## src/rtl/nvdla_reset_seq_pkg.sv

```systemverilog
`default_nettype none
// ---------------------------------------------------------------------------
// nvdla_reset_seq_pkg : shared state type and default timing for the
//                       partition reset sequencer.         Rev 1.0
// ---------------------------------------------------------------------------
package nvdla_reset_seq_pkg;

  typedef enum logic [1:0] {
    HOLD    = 2'd0,
    RELEASE = 2'd1,
    RUN     = 2'd2
  } seq_state_e;

  localparam int DEF_NUM_PART = 4;
  localparam int DEF_HOLD_CYC = 16;
  localparam int DEF_GAP_CYC  = 8;

  // Counter must span the longer of the two intervals; never narrower than 1 bit.
  function automatic int cnt_width(input int hold_cyc, input int gap_cyc);
    int m;
    m = (hold_cyc > gap_cyc) ? hold_cyc : gap_cyc;
    return (m > 1) ? $clog2(m) : 1;
  endfunction

endpackage
`default_nettype wire

```

## src/rtl/nv_dft_rst_mux.sv

```systemverilog
`default_nettype none
// ---------------------------------------------------------------------------
// nv_dft_rst_mux : test-mode bypass for one partition reset.  Rev 1.0
// ---------------------------------------------------------------------------
module nv_dft_rst_mux (
  input  logic func_rstn_i,
  input  logic test_rstn_i,
  input  logic test_mode_i,
  output logic rstn_o
);

  assign rstn_o = test_mode_i ? test_rstn_i : func_rstn_i;

endmodule
`default_nettype wire

```

## src/rtl/nvdla_reset_seq.sv

```systemverilog
`default_nettype none
// ---------------------------------------------------------------------------
// nvdla_reset_seq : staggered partition reset release with soft re-sequence
//                   and DFT bypass.                         Rev 1.0
// ---------------------------------------------------------------------------
module nvdla_reset_seq
  import nvdla_reset_seq_pkg::*;
#(
  parameter int NUM_PART = DEF_NUM_PART,
  parameter int HOLD_CYC = DEF_HOLD_CYC,
  parameter int GAP_CYC  = DEF_GAP_CYC
) (
  input  logic                nvdla_core_clk,
  input  logic                nvdla_core_rstn,
  input  logic                test_mode,
  input  logic                soft_reset_req,
  output logic [NUM_PART-1:0] part_rstn,
  output logic                seq_done,
  output logic                soft_reset_ack
);

  localparam int CNT_W = cnt_width(HOLD_CYC, GAP_CYC);
  localparam int IDX_W = $clog2(NUM_PART) + 1;

  if (NUM_PART < 1 || NUM_PART > 16) begin : g_bad_num_part
    $error("nvdla_reset_seq: NUM_PART must be in 1..16");
  end
  if (HOLD_CYC < 1) begin : g_bad_hold_cyc
    $error("nvdla_reset_seq: HOLD_CYC must be >= 1");
  end
  if (GAP_CYC < 1) begin : g_bad_gap_cyc
    $error("nvdla_reset_seq: GAP_CYC must be >= 1");
  end

  seq_state_e          state_q, state_d;
  logic [CNT_W-1:0]    cnt_q,   cnt_d;
  logic [IDX_W-1:0]    idx_q,   idx_d;
  logic [NUM_PART-1:0] part_q,  part_d;
  logic                done_q,  done_d;
  logic                ack_q,   ack_d;
  logic                pend_q,  pend_d;

  always_ff @(posedge nvdla_core_clk or negedge nvdla_core_rstn) begin
    if (!nvdla_core_rstn) begin
      state_q <= HOLD;
      cnt_q   <= '0;
      idx_q   <= '0;
      part_q  <= '0;
      done_q  <= 1'b0;
      ack_q   <= 1'b0;
      pend_q  <= 1'b0;
    end else begin
      state_q <= state_d;
      cnt_q   <= cnt_d;
      idx_q   <= idx_d;
      part_q  <= part_d;
      done_q  <= done_d;
      ack_q   <= ack_d;
      pend_q  <= pend_d;
    end
  end

  always_comb begin
    state_d = state_q;
    cnt_d   = cnt_q;
    idx_d   = idx_q;
    part_d  = part_q;
    done_d  = done_q;
    ack_d   = 1'b0;
    pend_d  = pend_q;

    case (state_q)
      HOLD: begin
        if (cnt_q == CNT_W'(HOLD_CYC - 1)) begin
          cnt_d   = '0;
          idx_d   = '0;
          state_d = RELEASE;
        end else begin
          cnt_d = cnt_q + 1'b1;
        end
      end

      RELEASE: begin
        if (cnt_q == CNT_W'(GAP_CYC - 1)) begin
          cnt_d = '0;
          idx_d = idx_q + 1'b1;
          for (int i = 0; i < NUM_PART; i++) begin
            if (idx_q == IDX_W'(i)) begin
              part_d[i] = 1'b1;
            end
          end
          if (idx_q == IDX_W'(NUM_PART - 1)) begin
            state_d = RUN;
            done_d  = 1'b1;
            if (pend_q) begin
              ack_d  = 1'b1;
              pend_d = 1'b0;
            end
          end
        end else begin
          cnt_d = cnt_q + 1'b1;
        end
      end

      RUN: begin
        // The ack cycle is excluded so a requester dropping on ack does not retrigger.
        if (soft_reset_req && !ack_q) begin
          part_d  = '0;
          done_d  = 1'b0;
          cnt_d   = '0;
          idx_d   = '0;
          pend_d  = 1'b1;
          state_d = HOLD;
        end
      end

      default: begin
        state_d = HOLD;
      end
    endcase
  end

  for (genvar g = 0; g < NUM_PART; g++) begin : g_dft_mux
    nv_dft_rst_mux u_dft_mux (
      .func_rstn_i (part_q[g]),
      .test_rstn_i (nvdla_core_rstn),
      .test_mode_i (test_mode),
      .rstn_o      (part_rstn[g])
    );
  end

  assign seq_done       = done_q;
  assign soft_reset_ack = ack_q;

endmodule
`default_nettype wire

```

## config.mk

```make
export PLATFORM = sky130hd
export DESIGN_NAME = nvdla_reset_seq
export DESIGN_NICKNAME = d
export VERILOG_FILES = /design/src/rtl/nvdla_reset_seq_pkg.sv /design/src/rtl/nv_dft_rst_mux.sv /design/src/rtl/nvdla_reset_seq.sv
export SDC_FILE = /design/constraint.sdc
export NUM_CORES = 1
export LEC_CHECK = 0
export BUFFER_PORTS_ARGS = -buffer_cell sky130_fd_sc_hd__buf_2
export CORE_ASPECT_RATIO = 1.5
export CORE_MARGIN = 5
export CORE_UTILIZATION = 45
export CTS_CLUSTER_SIZE = 16
export DETAILED_ROUTE_END_ITERATION = 10
export GPL_TIMING_DRIVEN = 0
export SLEW_MARGIN = 10
export SYNTH_ARGS = -nofsm -noshare
export SYNTH_HDL_FRONTEND = slang
export SYNTH_SLANG_ARGS = --single-unit
```

## constraint.sdc

```tcl
create_clock -name nvdla_core_clk -period 2.1 [get_ports nvdla_core_clk]
set_clock_uncertainty 0.15 [all_clocks]
set_input_delay 0.105 -clock nvdla_core_clk [delete_from_list [all_inputs] [get_ports nvdla_core_clk]]
set_output_delay 0.105 -clock nvdla_core_clk [all_outputs]
set_load 0.01 [all_outputs]
```

==> results.toml, run 1 <==
[placement]
io_buffer_count = 9
postPlaceCellArea_um2 = 1070
placed_cells = 141
dp_hpwl_mm = 1.42
gp_congestion = 0.757
place_ws_ps = 225

[sta]
slew_headroom = 0.731
max_freq_ghz = 0.525
setup_viol = 0
hold_viol = 0
layout_setup_ws_ps = 194
drv_slew = 0
period_needed_ps = 1910
tightest_slew_ps = 403
rsz0062_at_grt = "false"
tns_ps = 0
period_share = 0.907
fin_hold_ws_ps = 108

[synth]
synth_area_per_cell_um2 = 9.15
ys_seq_elements = 15
yosys_warnings = 0
seq_area_frac_synth = 0.376
synth_nets = 124
syn_inst = 109
synth.distinct_cells = 33
synth_area_um2 = 997

[drt]
routed_wl_mm = 1.86
vias = 790
via_per_inst = 5.41
firstDrtPassIters = 5
drc_errors = 0
wire_per_inst_um = 12.7
drt.antenna.violating_nets = 0
drtIter0Drc = 6

[die]
io_pins = 10
fp.dieW_um = 48.4
row_count = 21
die_y_um = 67.7
floorplan.initialDensity = 0.457
core_um2 = 2180
dieArea_um2 = 3280

[setup_path]
required_ps = 2190
critPathKind = "register to register"
crit_fanout = 8
critPathMaxStageDelay_ps = 490
rr_worst_depth = 6
cp_top_family = "simple AND/OR/NAND/NOR gates"
path_depth = 6
end_kind = "register"
crit_buf_inv = 2
worstPathArrival_ps = 2000
cp_cell_sequence = "inv_1 > ha_1 > clkbuf_1 > a21o_1 > or4b_1 > nand2_1"
cp-start-kind = "register"
slowest_stage = "or4b_1"

[clocking]
tritoncts = "yes"
cts_buffers = 3
clkTransAtPathRegs_ps = 90
numClockSinks = 15
htreeDepth = 1
clk_path_buf_depth = 2
root_buffer = "clkbuf_4"
clkLatencyLatePin_ps = 290
cts_resized = 0

[finish]
final_cells = 146
fin_nets = 139
fin_area_um2 = 1110
drive_above_1_share = 0.187
fillers = 216
area_growth_syn_to_layout_pct = 11.0
diodes = 0
fin_util = 0.508

[power_and_ir_drop]
p_per_area_nw_per_um2 = 529
internal_power_mw = 0.418
p_switching_mw = 0.167
clkPwrFrac = 0.301
p_leak_nw = 0.583
swShare = 0.286
power_mw = 0.585
combPwrFrac = 0.172
pwr-share-seq = 0.527
peakVddDrop_v = 0.000264

[global_routing]
grt_use_met3 = 0.0155
gr-total-overflow = 0
first_global_vias = 830
antenna_found_initial = 0
grt_start_max_net_pins = 17
use_met1 = 0.141
grt_pass1_wl_mm = 3.54
busiest_layer = "met2"
grt.total_usage = 0.134
use_met2 = 0.253

[run]
cap_violations = 0

[outcome]
status = "finished clean"

[worst_hold_path]
hold_class = "input port to async pin"
[cell usage after synthesis]
cell | count | area share
a21o_1 | 2 | 0.015
a21oi_1 | 3 | 0.015
a221o_1 | 1 | 0.010
a221oi_1 | 1 | 0.0088
a221oi_2 | 1 | 0.015
a222oi_1 | 1 | 0.010
a22o_1 | 2 | 0.018
a22oi_1 | 1 | 0.0075
a31oi_1 | 1 | 0.0063
and3_1 | 2 | 0.013
and4bb_2 | 1 | 0.013
buf_2 | 1 | 0.0050
buf_4 | 4 | 0.030
clkbuf_1 | 1 | 0.0038
dfrtp_1 | 15 | 0.38
ha_1 | 11 | 0.14
inv_1 | 13 | 0.049
mux2_2 | 1 | 0.011
nand2_1 | 13 | 0.049
nand2b_1 | 2 | 0.013
nand2b_4 | 1 | 0.014
nand3_1 | 10 | 0.050
nand3_2 | 1 | 0.010
nand3b_1 | 1 | 0.0075
nand4b_2 | 1 | 0.015
nor2_1 | 3 | 0.011
nor2b_1 | 1 | 0.0063
nor3_1 | 1 | 0.0050
o21ai_0 | 9 | 0.045
o21ai_1 | 1 | 0.0050
o22ai_1 | 1 | 0.0063
or4b_1 | 1 | 0.010
xor2_1 | 1 | 0.0088
[per-layer routing]
| layer | part of all wire | wire length [um] | vias up |
|---|---|---|---|
| met4 | 0.023 | 42 | 0 |
| met5 | 0 | 0 | - |
| met3 | 0.028 | 52 | 4 |
| met2 | 0.53 | 986 | 10 |
| li1 | - | - | 400 |
| met1 | 0.42 | 778 | 376 |
[layout by cell type, fill, tap and decap left out, drive strengths merged, types with 2 or more instances in the layout]
cell    Yosys  routed
inv        13      13
a221oi      2       2
a21o        2       2
nand3      11      11
and3        2       2
dfrtp      15      15
nor2        3       3
nand2      13      13
nand2b      3       3
clkbuf      1       5
a21oi       3       3
a22o        2       2
o21ai      10      10
buf         5      14
ha         11      11
[power by group through the flow]
stage	clock network [mW]	logic, mW	registers, mW
3_5_place_dp	0	0.101	0.315
4_1_cts	0.182	0.103	0.309
3_3_place_gp	0	0.0983	0.314
5_1_grt	0.193	0.118	0.311
6_report	0.176	0.101	0.309
2_1_floorplan	0	0.0705	0.313
[worst paths after layout]
path | start | to | slack, ps
max | state_q[0]$_DFFE_PN0P_ | cnt_q[2]$_DFFE_PN0P_ | 190
min | nvdla_core_rstn | soft_reset_ack$_DFF_PN0_ | 110
max reg2reg | state_q[0]$_DFFE_PN0P_ | cnt_q[2]$_DFFE_PN0P_ | 190
min reg2reg | cnt_q[1]$_DFFE_PN0P_ | cnt_q[1]$_DFFE_PN0P_ | 370
max in group asynchronous | nvdla_core_rstn | idx_q[2]$_DFFE_PN0P_ | 1430
min in group nvdla_core_clk | soft_reset_req | state_q[1]$_DFFE_PN0P_ | 110
[sequential cells by signal, indices dropped and copies added (netlist names)]
signal	cells
part_q	4
soft_reset_ack	1
state_q	2
pend_q	1
cnt_q	4
idx_q	3
[cell families after synthesis]
logic type | Yosys count | synth area share
and+or+nand+nor | 38 | 0.216
muxes | 1 | 0.0113
adders and majority gates | 11 | 0.138
DFF | 15 | 0.376
AOI/OAI and AO/OA | 24 | 0.162
xor gates and xnor gates | 1 | 0.00878
buffers and inverters | 19 | 0.0878
[area by class of cell]
class,instances,area [um^2],area share
clock buffers,4,26.3,0.0237
well taps,23,28.8,0.0260
inverters,13,48.8,0.0441
repair buffers,10,55.1,0.0497
multi-input cells,75,534,0.482
plain buffers,6,38.8,0.0350
flip-flops and latches,15,375,0.339
[timing repair]
item	CTS	global route
hold buffers	1	0
endpoints found under the hold margin	15	0
setup buffers	0	0
Note: power is estimated with default switching activity, not from simulation.
==> run 2: changes to the inputs <==
- REMOVE_ABC_BUFFERS: default -> 1
==> results.toml, run 2 (synthesis gave the netlist of run 1 again) <==
[sta]
max_freq_ghz = 0.541
drv_slew = 0
layout_setup_ws_ps = 252
slew_headroom = 0.750
hold_viol = 0
rsz0062_at_grt = "false"
tns_ps = 0
period_share = 0.880
setup_viol = 0
tightest_slew_ps = 375
fin_hold_ws_ps = 113
period_needed_ps = 1850

[die]
io_pins = 10
row_count = 21
die_y_um = 67.7
core_um2 = 2180
floorplan.initialDensity = 0.457
fp.dieW_um = 48.4
dieArea_um2 = 3280

[setup_path]
r2r_end = "cnt_q[2]$_DFFE_PN0P_"
worstPathArrival_ps = 1920
r2r_start = "state_q[1]$_DFFE_PN0P_"
end_kind = "register"
required_ps = 2170
critPathKind = "register to register"
crit_fanout = 9
rr_worst_depth = 5
regToRegSetupSlack_ps = 250
cp-start-kind = "register"

[power_and_ir_drop]
peakVddDrop_v = 0.000378
swShare = 0.276
clkPwrFrac = 0.291
p_leak_nw = 0.557
p_switching_mw = 0.156
p_per_area_nw_per_um2 = 531
pwr-share-seq = 0.544
combPwrFrac = 0.164
internal_power_mw = 0.411

[placement]
dp_hpwl_mm = 1.40
io_buffer_count = 9
place_ws_ps = 282
gp_congestion = 0.693

[clocking]
clkTransAtPathRegs_ps = 90
cts_resized = 0
cts_buffers = 3
numClockSinks = 15
root_buffer = "clkbuf_4"
tritoncts = "yes"
postCtsSetupRepairBufs = 0
clkLatencyLatePin_ps = 280
htreeDepth = 1
clk_path_buf_depth = 2

[drt]
dr_wl_met2_um = 937
via_per_inst = 5.59
routed_wl_mm = 1.78
top_layer = "met4"
wl_met1_um = 753
wire_per_inst_um = 12.7
drc_errors = 0
vias = 782
route.met3.wl_um = 66
drtIter0Drc = 9
firstDrtPassIters = 5
drt.antenna.violating_nets = 0

[finish]
diodes = 0
drive_above_1_share = 0.154
fin_util = 0.490
fillers = 202
final_common_cell = "dfrtp_1"
reg_top3 = "cnt_q: 4 flops, part_q: 4 flops, idx_q: 3 flops"
fin_nets = 133
area_growth_syn_to_layout_pct = 7.15
layout_common_cells = "dfrtp_1, inv_1, nand2_1"

[worst_hold_path]
hold_class = "input port to async pin"

[global_routing]
gr-total-overflow = 0
antenna_found_initial = 0
grt_pass1_wl_mm = 3.27
grt_start_max_net_pins = 17
grt.total_usage = 0.123
first_global_vias = 786

[run]
cap_violations = 0

[outcome]
status = "finished clean"
-- run 2: metal layers --
layer / global-route usage / up-vias
li1: - / 390
met1: 0.132 / 378
met2: 0.230 / 12
met3: 0.0199 / 2
met4: 0.0588 / 0
met5: 0 / -
-- run 2: worst max-delay path, cell delays in order, from the launching register on --
cell and delay (ps):
dfrtp_1 410, inv_1 130, ha_1 380, nor2b_1 120, or4b_1 520, nand2_1 80
-- run 2: layout make-up --
cell class                      instances  area [um^2]  share of cell area
Clock buffer                            4         26.3              0.0246
Multi-Input combinational cell         75          534               0.500
Sequential cell                        15          375               0.351
Timing Repair Buffer                   10         55.1              0.0515
Tap cell                               23         28.8              0.0269
Inverter                               13         48.8              0.0457
-- run 2: per-stage QoR --
step                instances  instance area (um^2)  power [mW]
finish                    140                  1070       0.567
global route              140                  1070       0.603
CTS                       140                  1070       0.575
detailed placement        135                  1030       0.407
global placement          135                  1030       0.403
floorplan                 103                   958       0.375
-- run 2: worst max-delay path by stage --
stage / start / endpoint
floorplan: state_q[0]$_DFFE_PN0P_ / cnt_q[2]$_DFFE_PN0P_
global placement: cnt_q[0]$_DFFE_PN0P_ / idx_q[0]$_DFFE_PN0P_
detailed placement: cnt_q[0]$_DFFE_PN0P_ / idx_q[0]$_DFFE_PN0P_
CTS: cnt_q[0]$_DFFE_PN0P_ / idx_q[0]$_DFFE_PN0P_
global route: state_q[1]$_DFFE_PN0P_ / cnt_q[0]$_DFFE_PN0P_
finish: state_q[1]$_DFFE_PN0P_ / cnt_q[2]$_DFFE_PN0P_
-- run 2: power by group through the flow --
| stage | clock network [mW] | registers (mW) | logic (mW) |
|---|---|---|---|
| 6_report | 0.165 | 0.309 | 0.0932 |
| 5_1_grt | 0.185 | 0.311 | 0.106 |
| 4_1_cts | 0.172 | 0.309 | 0.0944 |
| 3_5_place_dp | 0 | 0.314 | 0.0927 |
| 3_3_place_gp | 0 | 0.314 | 0.0890 |
| 2_1_floorplan | 0 | 0.313 | 0.0618 |
-- run 2: what timing repair did --
| action | in CTS | in global routing |
|---|---|---|
| setup endpoints to repair | 0 | 0 |
| hold buffers | 1 | 0 |
| hold endpoints to repair | 15 | 0 |
==> run 3: changes to the inputs <==
- SYNTH_HIERARCHICAL: default -> 1
- clock period: 2.1 -> 2.25 ns (I/O delays scaled with it)
==> results.toml, run 3 <==
[outcome]
status = "finished clean"

[global_routing]
first_global_vias = 792
gr-total-overflow = 0
grt.total_usage = 0.126
grt_start_max_net_pins = 20
grt_pass1_wl_mm = 3.28
antenna_found_initial = 0

[drt]
firstDrtPassIters = 4
drt.antenna.violating_nets = 0
routed_wl_mm = 1.83
via_per_inst = 5.46
wire_per_inst_um = 13.4
vias = 743
drtIter0Drc = 7
drc_errors = 0

[clocking]
clkTransAtPathRegs_ps = 90
cts_buffers = 3
cts_resized = 0
root_buffer = "clkbuf_4"
tritoncts = "yes"
clk_path_buf_depth = 2
htreeDepth = 1
clkLatencyLatePin_ps = 280
numClockSinks = 15

[finish]
area_growth_syn_to_layout_pct = 10.0
final_cells = 136
multi_input_area_um2 = 582
final_common_cell = "dfrtp_1"
reg_top3 = "cnt_q: 4 flops, part_q: 4 flops, idx_q: 3 flops"
fillers = 219
fin_nets = 129
layout_common_cells = "dfrtp_1, nand2_1, nand3_1, ha_1, buf_2"
drive_above_1_share = 0.195
diodes = 0
seqCellArea_um2 = 375

[setup_path]
rr_worst_depth = 6
r2r_end = "state_q[0]$_DFFE_PN0P_"
required_ps = 2300
r2r_start = "idx_q[0]$_DFFE_PN0P_"
cp_cell_sequence = "ha_1 > ha_1 > nand4b_2 > a222oi_1 > nand2_1 > o21ai_0"
regToRegSetupSlack_ps = 390
cp-startpoint = "idx_q[0]$_DFFE_PN0P_"
critPathKind = "register to register"
slowest_stage = "a222oi_1"
critPathMaxStageDelay_ps = 470
cp-endpoint = "state_q[0]$_DFFE_PN0P_"
cp_top_family = "compound AO/OA/AOI/OAI gates"
cp-start-kind = "register"
crit_buf_inv = 0
crit_fanout = 6
worstPathArrival_ps = 1910
critPathMostFrequentCell = "ha_1"
end_kind = "register"
path_depth = 6

[power_and_ir_drop]
power_mw = 0.464
internal_power_mw = 0.358
combPwrFrac = 0.089
p_leak_nw = 0.547
peakVddDrop_v = 0.000262
p_switching_mw = 0.105
pwr-share-seq = 0.582
clkPwrFrac = 0.329
swShare = 0.227
p_per_area_nw_per_um2 = 423

[sta]
period_share = 0.825
max_freq_ghz = 0.539
slew_headroom = 0.738
hold_viol = 0
tightest_slew_ps = 393
period_needed_ps = 1860
tns_ps = 0
rsz0062_at_grt = "false"
fin_hold_ws_ps = 132
drv_slew = 0
setup_viol = 0

[synth]
seq_area_frac_synth = 0.376
ys_seq_elements = 15
yosysTopAreaCell = "dfrtp_1"
async_flop_share = 1.00
synth.top_cell.area_share = 0.376
syn_inst = 101
synth_area_um2 = 997
synth_edf_count = 0
synth_area_per_cell_um2 = 9.87
synth.distinct_cells = 30
yosys_warnings = 6
synth.most_common_cell = "dfrtp_1"
ys.flop_type = "dfrtp_1"
yosys-top-cells-count = "dfrtp_1, nand2_1, ha_1, nand3_1, inv_1"
ys_top_cells_by_area = "dfrtp_1, ha_1, mux2_4"

[die]
row_count = 21
die_y_um = 67.7
fp.dieW_um = 48.4
core_um2 = 2180
dieArea_um2 = 3280
floorplan.initialDensity = 0.457
io_pins = 10

[worst_hold_path]
hold_class = "input port to async pin"

[run]
cap_violations = 0

[placement]
dp_hpwl_mm = 1.38
io_buffer_count = 9
gp_congestion = 0.770
placed_cells = 131
-- run 3: worst min-delay path by stage --
| stage | start | depth (start not counted) | slack [ps] | end |
|---|---|---|---|---|
| finish | nvdla_core_rstn | 2 | 130 | pend_q$_DFFE_PN0P_ |
| global route | soft_reset_req | 4 | 150 | state_q[1]$_DFFE_PN0P_ |
| CTS | soft_reset_req | 4 | 130 | state_q[1]$_DFFE_PN0P_ |
| detailed placement | nvdla_core_rstn | 1 | -80 | pend_q$_DFFE_PN0P_ |
| global placement | nvdla_core_rstn | 1 | -90 | pend_q$_DFFE_PN0P_ |
| floorplan | nvdla_core_rstn | 0 | -330 | cnt_q[0]$_DFFE_PN0P_ |
-- run 3: kinds of logic after synthesis --
group / Yosys count / synth area share
mux: 5 / 0.0753
buf+inv: 10 / 0.0402
xor+xnor: 1 / 0.00878
flops: 15 / 0.376
fa+ha+maj: 11 / 0.138
compound gates: 20 / 0.148
simple gates: 39 / 0.213
-- run 3: power groups by stage --
stage / clock (mW) / sequential, mW / combinational (mW)
after floorplan: 0 / 0.276 / 0.0238
after global placement: 0 / 0.275 / 0.0407
after detailed placement: 0 / 0.275 / 0.0413
after CTS: 0.162 / 0.270 / 0.0428
after global routing: 0.173 / 0.270 / 0.0468
final: 0.152 / 0.270 / 0.0412
-- run 3: routing by layer --
| metal | vias to the layer above | global-route usage | share of wire |
|---|---|---|---|
| met1 | 347 | 0.129 | 0.43 |
| li1 | 384 | - | - |
| met5 | - | 0 | 0 |
| met3 | 2 | 0.0132 | 0.028 |
| met4 | 0 | 0.0727 | 0.013 |
| met2 | 10 | 0.243 | 0.53 |
-- run 3: stage by stage --
| step | utilization | area, um^2 | setup WS (ps) |
|---|---|---|---|
| 5_1_grt | 0.503 | 1100 | 250 |
| 3_5_place_dp | 0.487 | 1060 | 382 |
| 3_3_place_gp | 0.487 | 1060 | 440 |
| 4_1_cts | 0.503 | 1100 | 374 |
| 6_report | 0.503 | 1100 | 394 |
| 2_1_floorplan | - | 987 | 590 |
-- run 3: cell type report --
type	count	share of cell area
flip-flops and latches	15	0.342
clock buffers	4	0.0239
inverters	8	0.0274
well taps	23	0.0262
multi-input cells	76	0.530
repair buffers	10	0.0502
-- run 3: what timing repair did --
item,in CTS,in global routing
setup endpoints to repair,0,0
setup buffers,0,0
endpoints found under the hold margin,15,0
hold buffers,1,0
